$ cat config.mk
export PLATFORM = sky130hd
export DESIGN_NAME = wb_queue
export DESIGN_NICKNAME = d
export VERILOG_FILES = /design/src/rtl/wb_pkg.sv /design/src/rtl/wb_match.sv /design/src/rtl/wb_queue.sv
export SDC_FILE = /design/constraint.sdc
export NUM_CORES = 1
export LEC_CHECK = 0
export BUFFER_PORTS_ARGS = -buffer_cell sky130_fd_sc_hd__buf_4
export CAP_MARGIN = 10
export CORE_UTILIZATION = 25
export DETAILED_ROUTE_END_ITERATION = 8
export PLACE_DENSITY = 0.52
export REMOVE_ABC_BUFFERS = 1
export SETUP_SLACK_MARGIN = 0.1
export SYNTH_ARGS = -nofsm -noshare
export SYNTH_HDL_FRONTEND = slang
export SYNTH_SLANG_ARGS = --single-unit
$ cat constraint.sdc
create_clock -name clk -period 3.3 [get_ports clk]
set_input_delay 0.165 -clock clk [delete_from_list [all_inputs] [get_ports clk]]
set_output_delay 0.165 -clock clk [all_outputs]
set_load 0.005 [all_outputs]
$ cat src/rtl/wb_pkg.sv
// Shared definitions for the write-back queue.
// Contents: default data/select widths, default queue depth, and the {reg, data} entry type.
package wb_pkg;

  localparam int unsigned DW            = 16;
  localparam int unsigned AW            = 3;
  localparam int unsigned DEFAULT_DEPTH = 4;

  // One pending register-file write.
  typedef struct packed {
    logic [AW-1:0] rd;
    logic [DW-1:0] data;
  } entry_t;

endpackage

$ cat src/rtl/wb_match.sv
// Youngest-match search for one register-file read port.
// Slots are supplied oldest first. Slot 0 is the output register, followed by the queue from
// head to tail. The last valid slot whose register matches sel wins, so the youngest match wins.
// Ports:
//   sel    read selector to look up
//   valid  per-slot valid mask
//   regs   per-slot destination registers, packed with slot 0 in the LSBs
//   datas  per-slot data, packed with slot 0 in the LSBs
//   hit    some valid slot targets sel
//   data   data of the youngest matching slot (0 when there is no hit)
module wb_match
  import wb_pkg::*;
#(
  parameter int unsigned N  = DEFAULT_DEPTH + 1,
  parameter int unsigned DW = wb_pkg::DW,
  parameter int unsigned AW = wb_pkg::AW
) (
  input  logic [AW-1:0]   sel,
  input  logic [N-1:0]    valid,
  input  logic [N*AW-1:0] regs,
  input  logic [N*DW-1:0] datas,
  output logic            hit,
  output logic [DW-1:0]   data
);

  always_comb begin
    hit  = 1'b0;
    data = '0;
    for (int i = 0; i < N; i++) begin
      if (valid[i] && (regs[i*AW +: AW] == sel)) begin
        hit  = 1'b1;
        data = datas[i*DW +: DW];
      end
    end
  end

endmodule

$ cat src/rtl/wb_queue.sv
// Write-back queue that owns the register file's single write port.
// ALU and load results are buffered in arrival order. The ALU result is older when both
// producers push in the same cycle. One entry retires per cycle through a registered
// write/writeregsel/writedata port. Pending writes to either read selector are flagged as
// hazards.
// Optional feature macro: WB_BYPASS_EN forwards the youngest pending data for each read port.
// When the macro is undefined, the forward outputs are held at 0.
// Ports:
//   clk, rst                 clock and asynchronous active-low reset
//   alu_valid/ready/reg/data ALU producer handshake
//   ld_valid/ready/reg/data  load producer handshake
//   write/writeregsel/writedata  registered register-file write port
//   read1regsel/read2regsel  register-file read selectors
//   hazard1/hazard2          a pending write targets the matching read selector
//   fwd1_valid/fwd1data, fwd2_valid/fwd2data  forwarded pending data
//   count                    number of occupied entries
//   err                      sticky flag, set if occupancy is ever seen above DEPTH
module wb_queue
  import wb_pkg::*;
#(
  parameter int unsigned DEPTH = DEFAULT_DEPTH,
  parameter int unsigned DW    = wb_pkg::DW,
  parameter int unsigned AW    = wb_pkg::AW
) (
  input  logic                     clk,
  input  logic                     rst,
  input  logic                     alu_valid,
  output logic                     alu_ready,
  input  logic [AW-1:0]            alu_reg,
  input  logic [DW-1:0]            alu_data,
  input  logic                     ld_valid,
  output logic                     ld_ready,
  input  logic [AW-1:0]            ld_reg,
  input  logic [DW-1:0]            ld_data,
  output logic                     write,
  output logic [AW-1:0]            writeregsel,
  output logic [DW-1:0]            writedata,
  input  logic [AW-1:0]            read1regsel,
  input  logic [AW-1:0]            read2regsel,
  output logic                     hazard1,
  output logic                     hazard2,
  output logic                     fwd1_valid,
  output logic                     fwd2_valid,
  output logic [DW-1:0]            fwd1data,
  output logic [DW-1:0]            fwd2data,
  output logic [$clog2(DEPTH):0]   count,
  output logic                     err
);

  localparam int unsigned PW = $clog2(DEPTH);
  localparam int unsigned CW = PW + 1;
  localparam int unsigned N  = DEPTH + 1;
  localparam logic [CW-1:0] FULL   = CW'(DEPTH);
  localparam logic [CW-1:0] LD_MAX = CW'(DEPTH - 2);

  logic [AW-1:0] mem_reg  [DEPTH];
  logic [DW-1:0] mem_data [DEPTH];

  logic [PW-1:0] head_q, head_d, tail_q, tail_d, ld_idx;
  logic [CW-1:0] count_q, count_d;
  logic          err_q;
  logic          write_q;
  logic [AW-1:0] wsel_q;
  logic [DW-1:0] wdata_q;

  logic alu_push, ld_push, pop;

  // Readiness is based only on the registered count. The load side keeps two slots free so
  // that a same-cycle ALU push always fits.
  assign alu_ready = (count_q < FULL);
  assign ld_ready  = (count_q <= LD_MAX);
  assign alu_push  = alu_valid & alu_ready;
  assign ld_push   = ld_valid & ld_ready;
  assign pop       = (count_q != '0);

  // The load entry goes behind the ALU entry when both producers push together.
  assign ld_idx = tail_q + PW'(alu_push);

  always_comb begin
    head_d  = pop ? head_q + PW'(1) : head_q;
    tail_d  = tail_q + PW'(alu_push) + PW'(ld_push);
    count_d = count_q + CW'(alu_push) + CW'(ld_push) - CW'(pop);
  end

  // Storage is not reset. Entries are qualified by count.
  always_ff @(posedge clk) begin
    if (alu_push) begin
      mem_reg[tail_q]  <= alu_reg;
      mem_data[tail_q] <= alu_data;
    end
    if (ld_push) begin
      mem_reg[ld_idx]  <= ld_reg;
      mem_data[ld_idx] <= ld_data;
    end
  end

  always_ff @(posedge clk or negedge rst) begin
    if (!rst) begin
      head_q  <= '0;
      tail_q  <= '0;
      count_q <= '0;
      err_q   <= 1'b0;
      write_q <= 1'b0;
      wsel_q  <= '0;
      wdata_q <= '0;
    end else begin
      head_q  <= head_d;
      tail_q  <= tail_d;
      count_q <= count_d;
      err_q   <= err_q | (count_q > FULL);
      write_q <= pop;
      // When nothing retires, select and data keep their last values.
      if (pop) begin
        wsel_q  <= mem_reg[head_q];
        wdata_q <= mem_data[head_q];
      end
    end
  end

  assign write       = write_q;
  assign writeregsel = wsel_q;
  assign writedata   = wdata_q;
  assign count       = count_q;
  assign err         = err_q;

  // Build slots oldest first for the match units: the output register, then the queue entries
  // from head to tail.
  logic [N-1:0]    slot_valid;
  logic [N*AW-1:0] slot_reg;
  logic [N*DW-1:0] slot_data;
  logic [PW-1:0]   idx;

  always_comb begin
    slot_valid        = '0;
    slot_reg          = '0;
    slot_data         = '0;
    idx               = '0;
    slot_valid[0]     = write_q;
    slot_reg[0 +: AW] = wsel_q;
    slot_data[0 +: DW] = wdata_q;
    for (int i = 0; i < DEPTH; i++) begin
      idx                         = head_q + PW'(i);
      slot_valid[i+1]             = (CW'(i) < count_q);
      slot_reg[(i+1)*AW +: AW]    = mem_reg[idx];
      slot_data[(i+1)*DW +: DW]   = mem_data[idx];
    end
  end

  logic          m1_hit, m2_hit;
  logic [DW-1:0] m1_data, m2_data;

  wb_match #(.N(N), .DW(DW), .AW(AW)) u_match1 (
    .sel   (read1regsel),
    .valid (slot_valid),
    .regs  (slot_reg),
    .datas (slot_data),
    .hit   (m1_hit),
    .data  (m1_data)
  );

  wb_match #(.N(N), .DW(DW), .AW(AW)) u_match2 (
    .sel   (read2regsel),
    .valid (slot_valid),
    .regs  (slot_reg),
    .datas (slot_data),
    .hit   (m2_hit),
    .data  (m2_data)
  );

  assign hazard1 = m1_hit;
  assign hazard2 = m2_hit;

`ifdef WB_BYPASS_EN
  assign fwd1_valid = m1_hit;
  assign fwd2_valid = m2_hit;
  assign fwd1data   = m1_data;
  assign fwd2data   = m2_data;
`else
  // Without bypass the consumer must stall on a hazard, so the match data goes unused.
  logic unused_fwd;
  assign unused_fwd = ^{m1_data, m2_data};
  assign fwd1_valid = 1'b0;
  assign fwd2_valid = 1'b0;
  assign fwd1data   = '0;
  assign fwd2data   = '0;
`endif

endmodule
Word-level counts from Yosys, hierarchy flattened
Memories as Yosys holds them, arrays and structs flattened. A register that Yosys moved wholly into a read port is not among the register bits.
Cells that the tools add are included.
W data, S select, Z words.
{ "totals": {"ram_bits": 76, "mem_count": 2, "register_bits": 12, "input_bits": 48, "wordCells": 62} }
{ "memory_table": {"columns": ["memory", "depth", "word_bits", "rd", "rd_clocked_by_memory_dff", "write_ports", "line_no", "source"], "rows": [
  ["mem_data", 4, 16, 1, 1, 2, "wb_queue.sv:57", "logic [DW-1:0] mem_data [DEPTH];"],
  ["mem_reg", 4, 3, 4, 0, 2, "wb_queue.sv:56", "logic [AW-1:0] mem_reg [DEPTH];"]
]} }
{ "op_classes": {"order_cmp": 7, "eq_ne": 10, "addsub": 8, "n_bitwise": 3, "n_reduce_logical": 12, "mux": 14} }
{ "ops": {"columns": ["op", "n"], "rows": [
  ["$eq A3 B3 Y1", 10],
  ["$mux W1", 14],
  ["$logic_and A1 B1 Y1", 10],
  ["$add A3 B1 Y3", 2],
  ["$lt A1 B3 Y1 const A", 2],
  ["$lt A2 B3 Y1 const A", 2],
  ["$add A2 B1 Y2", 2],
  ["$add A2 B2 Y2 const B", 2],
  ["$gt A3 B3 Y1 const B", 1],
  ["$le A3 B2 Y1 const B", 1],
  ["$lt A3 B3 Y1 const B", 1],
  ["$reduce_bool A3 Y1", 1],
  ["$sub A3 B1 Y3", 1],
  ["$add A2 B1 Y2 const B", 1],
  ["$and A1 B1 Y1", 2],
  ["$logic_not A1 Y1", 1],
  ["$or A1 B1 Y1", 1]
]} }

Longest topological paths before layout
{ "depth": {"depth_word": 7, "depth_mapped": 9} }

By module
A second synthesis with hierarchy kept.
{ "unflattened": {"cells_unflattened": 693, "area_unflattened_um2": 8588.2} }
{ "by_module_without_submodules": {"columns": ["module", "instances", "cells_per_inst", "seq_area_each_um2", "area_per_inst_um2"], "rows": [
  ["wb_queue", 1, 409, 2982.9, 6844.1],
  ["wb_match", 2, 142, 0.0, 872.1]
]} }

Worst setup path before layout
No wires, ideal clock.
{ "synth_path": {"path_type": "register to register", "startpoint": "register count_q[2] (netlist: count[2])", "endpoint": "memory mem_data[2][0] (enable)", "setup_time_ns": 0.421, "path_stages_with_launch": 5, "t_required_ns": 2.879, "synth_period_minus_slack_ns": 2.590, "arrival_ns": 2.168, "path_buffers": 0, "slack_ns": 0.710, "path_cell_list": "dfrtp_1 -> nand2b_1 -> inv_1 -> nand2_1 -> o21ai_0"} }
{ "synth_rtl": {"columns": ["item", "line_no", "source"], "rows": [
  ["start, declared", "wb_queue.sv:60", "logic [CW-1:0] count_q, count_d;"],
  ["start signal, assigned", "wb_queue.sv:109", "count_q <= count_d;"],
  ["end, declared", "wb_queue.sv:57", null]
]} }

==> results.py <==
metrics = {
    "worst_setup_path": {
        "cp.buffers_inverters": 3,
        "critPathLaunchType": "flip-flop",
        "reg2reg_slack_ns": 0.60,
        "end_kind": "flip-flop",
        "critPathArrivalTime_ns": 2.73,
        "worst-endpoint-required_ns": 3.33,
        "cpMostUsedCell": "buf_4",
        "slowest_stage": "dfrtp_1",
        "cpPeakStageDelay_ns": 0.49,
        "crit_fanout": 20,
        "crit_chain": "nand2b_1, inv_1, ha_1, xnor2_1, o2111ai_2, buf_4, nand2_1, buf_4",
        "cp_top_family": "buffers and inverters",
        "path_class": "flip-flop to flip-flop",
    },
    "timing": {
        "setup_tns_ns": 0,
        "post-route-min-period_ns": 2.70,
        "setup_slack_ns": 0.598,
        "whs_ns": 0.141,
        "post-route-period-util_pct": 81.9,
        "slew_headroom_pct": 50.9,
        "finClkSkew_ns": 0.00763,
        "max_freq_mhz": 370,
        "tightest_slew_ns": 0.737,
        "grt_setup_unrepaired": "false",
        "setup_viol": 0,
        "hold_viol": 0,
        "drv_slew": 0,
    },
    "logic_synthesis": {
        "synth-edff-count": 76,
        "yosysWarnings": 0,
        "netlist_instances": 377,
        "synth_top_area_share_pct": 39.5,
        "synth_area_leaders": "edfxtp_1, mux2_2, dfrtp_1",
        "ys.flop_type": "edfxtp_1",
        "netlist_area_sq_um": 5770,
        "synthArstFlopShare_pct": 26.9,
        "syn_area_per_cell_sq_um": 15.3,
        "seq_area_frac_synth_pct": 51.7,
        "yosys.area.top_type": "edfxtp_1",
        "synthDistinctLibCells": 31,
        "synth.ff_latch_count": 104,
    },
    "global_routing": {
        "grt_pass1_vias": 3471,
        "grt_max_degree": 29,
        "track_usage_pct": 11.6,
        "overflow": 0,
        "grt_pass1_wl_mm": 20.4,
        "antenna_found_initial": 0,
    },
    "floorplanning": {
        "die_y_microns": 154,
        "num_io_pins": 110,
        "start_util_pct": 25.5,
        "die_area_sq_um": 23700,
        "fp.coreArea_sq_um": 22600,
        "die_w_microns": 154,
        "floorplan.rows": 55,
    },
    "routing": {
        "totalWireLength_mm": 13.1,
        "post_drt_wl_per_cell_microns": 17.7,
        "vias": 3259,
        "drtIter0Drc": 171,
        "drc": 0,
        "via_per_inst": 4.42,
        "drtAntennaViolNets": 0,
        "firstDrtPassIters": 4,
    },
    "cells_and_area": {
        "area_growth_pct": 18.8,
        "seq_area_sq_um": 2980,
        "layout_common_cells": "mux2_2, buf_4, edfxtp_1",
        "largest_reg_flops": 64,
        "fin_nets": 502,
        "nFillCells": 2259,
        "finalInstanceArea_sq_um": 6850,
        "num_antenna_cells": 0,
        "layout-drive-gt1-share_pct": 50.0,
        "multiInputGateArea_sq_um": 2530,
        "final_common_cell": "mux2_2",
    },
    "pwr": {
        "p_switching_uw": 2050,
        "totalPowerFinal_uw": 6100,
        "p_leak_uw": 0.00254,
        "p_seq_share_pct": 37.5,
        "p_per_area_nw_per_um2": 890,
        "swShare_pct": 33.7,
        "combinationalPowerShare_pct": 44.6,
        "peakVddDrop_v": 0.000322,
        "clockPowerShare_pct": 17.9,
        "p_int_uw": 4040,
    },
    "cts": {
        "cts_root_buf": "clkbuf_16",
        "postCtsResizedCells": 0,
        "tritoncts": "built",
        "post_cts_buffers": 0,
        "cts_buffer_depth": 2,
        "clkTransAtPathRegs_ns": 0.07,
        "numCtsBuffers": 9,
        "cts_max_level": 3,
        "clock_latency_ns": 0.35,
        "cts.sinks": 104,
        "hold_buffers": 1,
    },
    "worst_hold_path": {
        "holdCritPathClass": "input pin to flip-flop",
    },
    "placed_design": {
        "dp_hpwl_mm": 9.01,
        "place_congestion": 0.798,
        "dpl-instance-area_sq_um": 6550,
        "place_ws_ns": 0.571,
        "port_buffers": 75,
    },
    "job": {
        "maxCapViolCount": 0,
    },
    "run_status": {
        "status": "complete, no violations",
    },
}
-- power groups by stage --
stage,registers [uW],clock network (uW),logic (uW)
6_report,2290,1090,2720
5_1_grt,2360,1170,2980
4_1_cts,2300,1120,2790
3_5_place_dp,2330,0,2780
3_3_place_gp,2310,0,2710
2_1_floorplan,2300,0,1740
-- cell usage after synthesis, types with 2 or more instances --
library cell	count
mux4_2	23
clkbuf_1	8
xnor2_1	29
o2111ai_1	4
ha_1	5
mux4_1	5
buf_1	2
inv_1	9
dfrtp_1	28
edfxtp_1	76
buf_2	13
buf_4	37
nand2_1	7
fa_1	2
nand2b_1	2
xor2_1	7
mux2_2	95
o21ai_0	2
nand4_1	10
o41a_1	2
-- final cells by class --
cell class / count / area share [%]
sequential: 104 / 43.5
multi-input combinational: 236 / 37.0
timing repair buffer: 87 / 9.57
tap: 285 / 5.20
clock buffer: 12 / 3.45
clock inverter: 4 / 0.767
inverter: 9 / 0.493
-- per-stage QoR --
stage,instances,util [%]
global placement,720,28.9
CTS,737,30.3
finish,737,30.3
detailed placement,720,28.9
floorplan,349,-
global route,737,30.3
-- routing by layer --
metal  up-vias  wire (microns)  GRT usage [%]
met4         0             127           2.76
met1      1656            5910           14.6
li1       1492               -              -
met3        10             533           3.30
met5         -               0              0
met2       101            6500           19.5
-- worst paths after layout --
path                                    start  depth (start not counted)                        end
max                        count[2]$_DFF_PN0_                          8  mem_data[1][13]$_DFFE_PP_
min                               ld_data[11]                          2  mem_data[2][11]$_DFFE_PP_
max reg2reg                count[2]$_DFF_PN0_                          8  mem_data[1][13]$_DFFE_PP_
min reg2reg                     err$_DFF_PN0_                          1              err$_DFF_PN0_
max in group asynchronous                 rst                          2      head_q[0]$_DFFE_PN0P_
min in group asynchronous                 rst                          2  writedata[15]$_DFFE_PN0P_
-- worst reg2reg max path, delay by kind of cell (launching register included) --
family	cells	cell delay (ns)
xor gates and xnor gates	1	0.38
AOI/OAI and AO/OA	1	0.18
DFF	1	0.49
and+or+nand+nor	2	0.39
adders and majority gates	1	0.25
buffers and inverters	3	0.68
-- cell families (layout without fill, tap and decap cells) --
| kind of cell | Yosys count | in the layout | synth area share [%] |
|---|---|---|---|
| XOR/XNOR | 36 | 36 | 5.46 |
| adder cells (fa/ha/maj) | 7 | 7 | 1.78 |
| AND/OR/NAND/NOR | 25 | 25 | 2.32 |
| other | 1 | 34 | 0.0650 |
| AO/OA/AOI/OAI | 11 | 11 | 1.52 |
| flip-flops | 104 | 104 | 51.7 |
| multiplexers | 123 | 123 | 29.8 |
| buffers and inverters | 70 | 112 | 7.37 |
No activity file was read; power rests on OpenSTA's default activity.
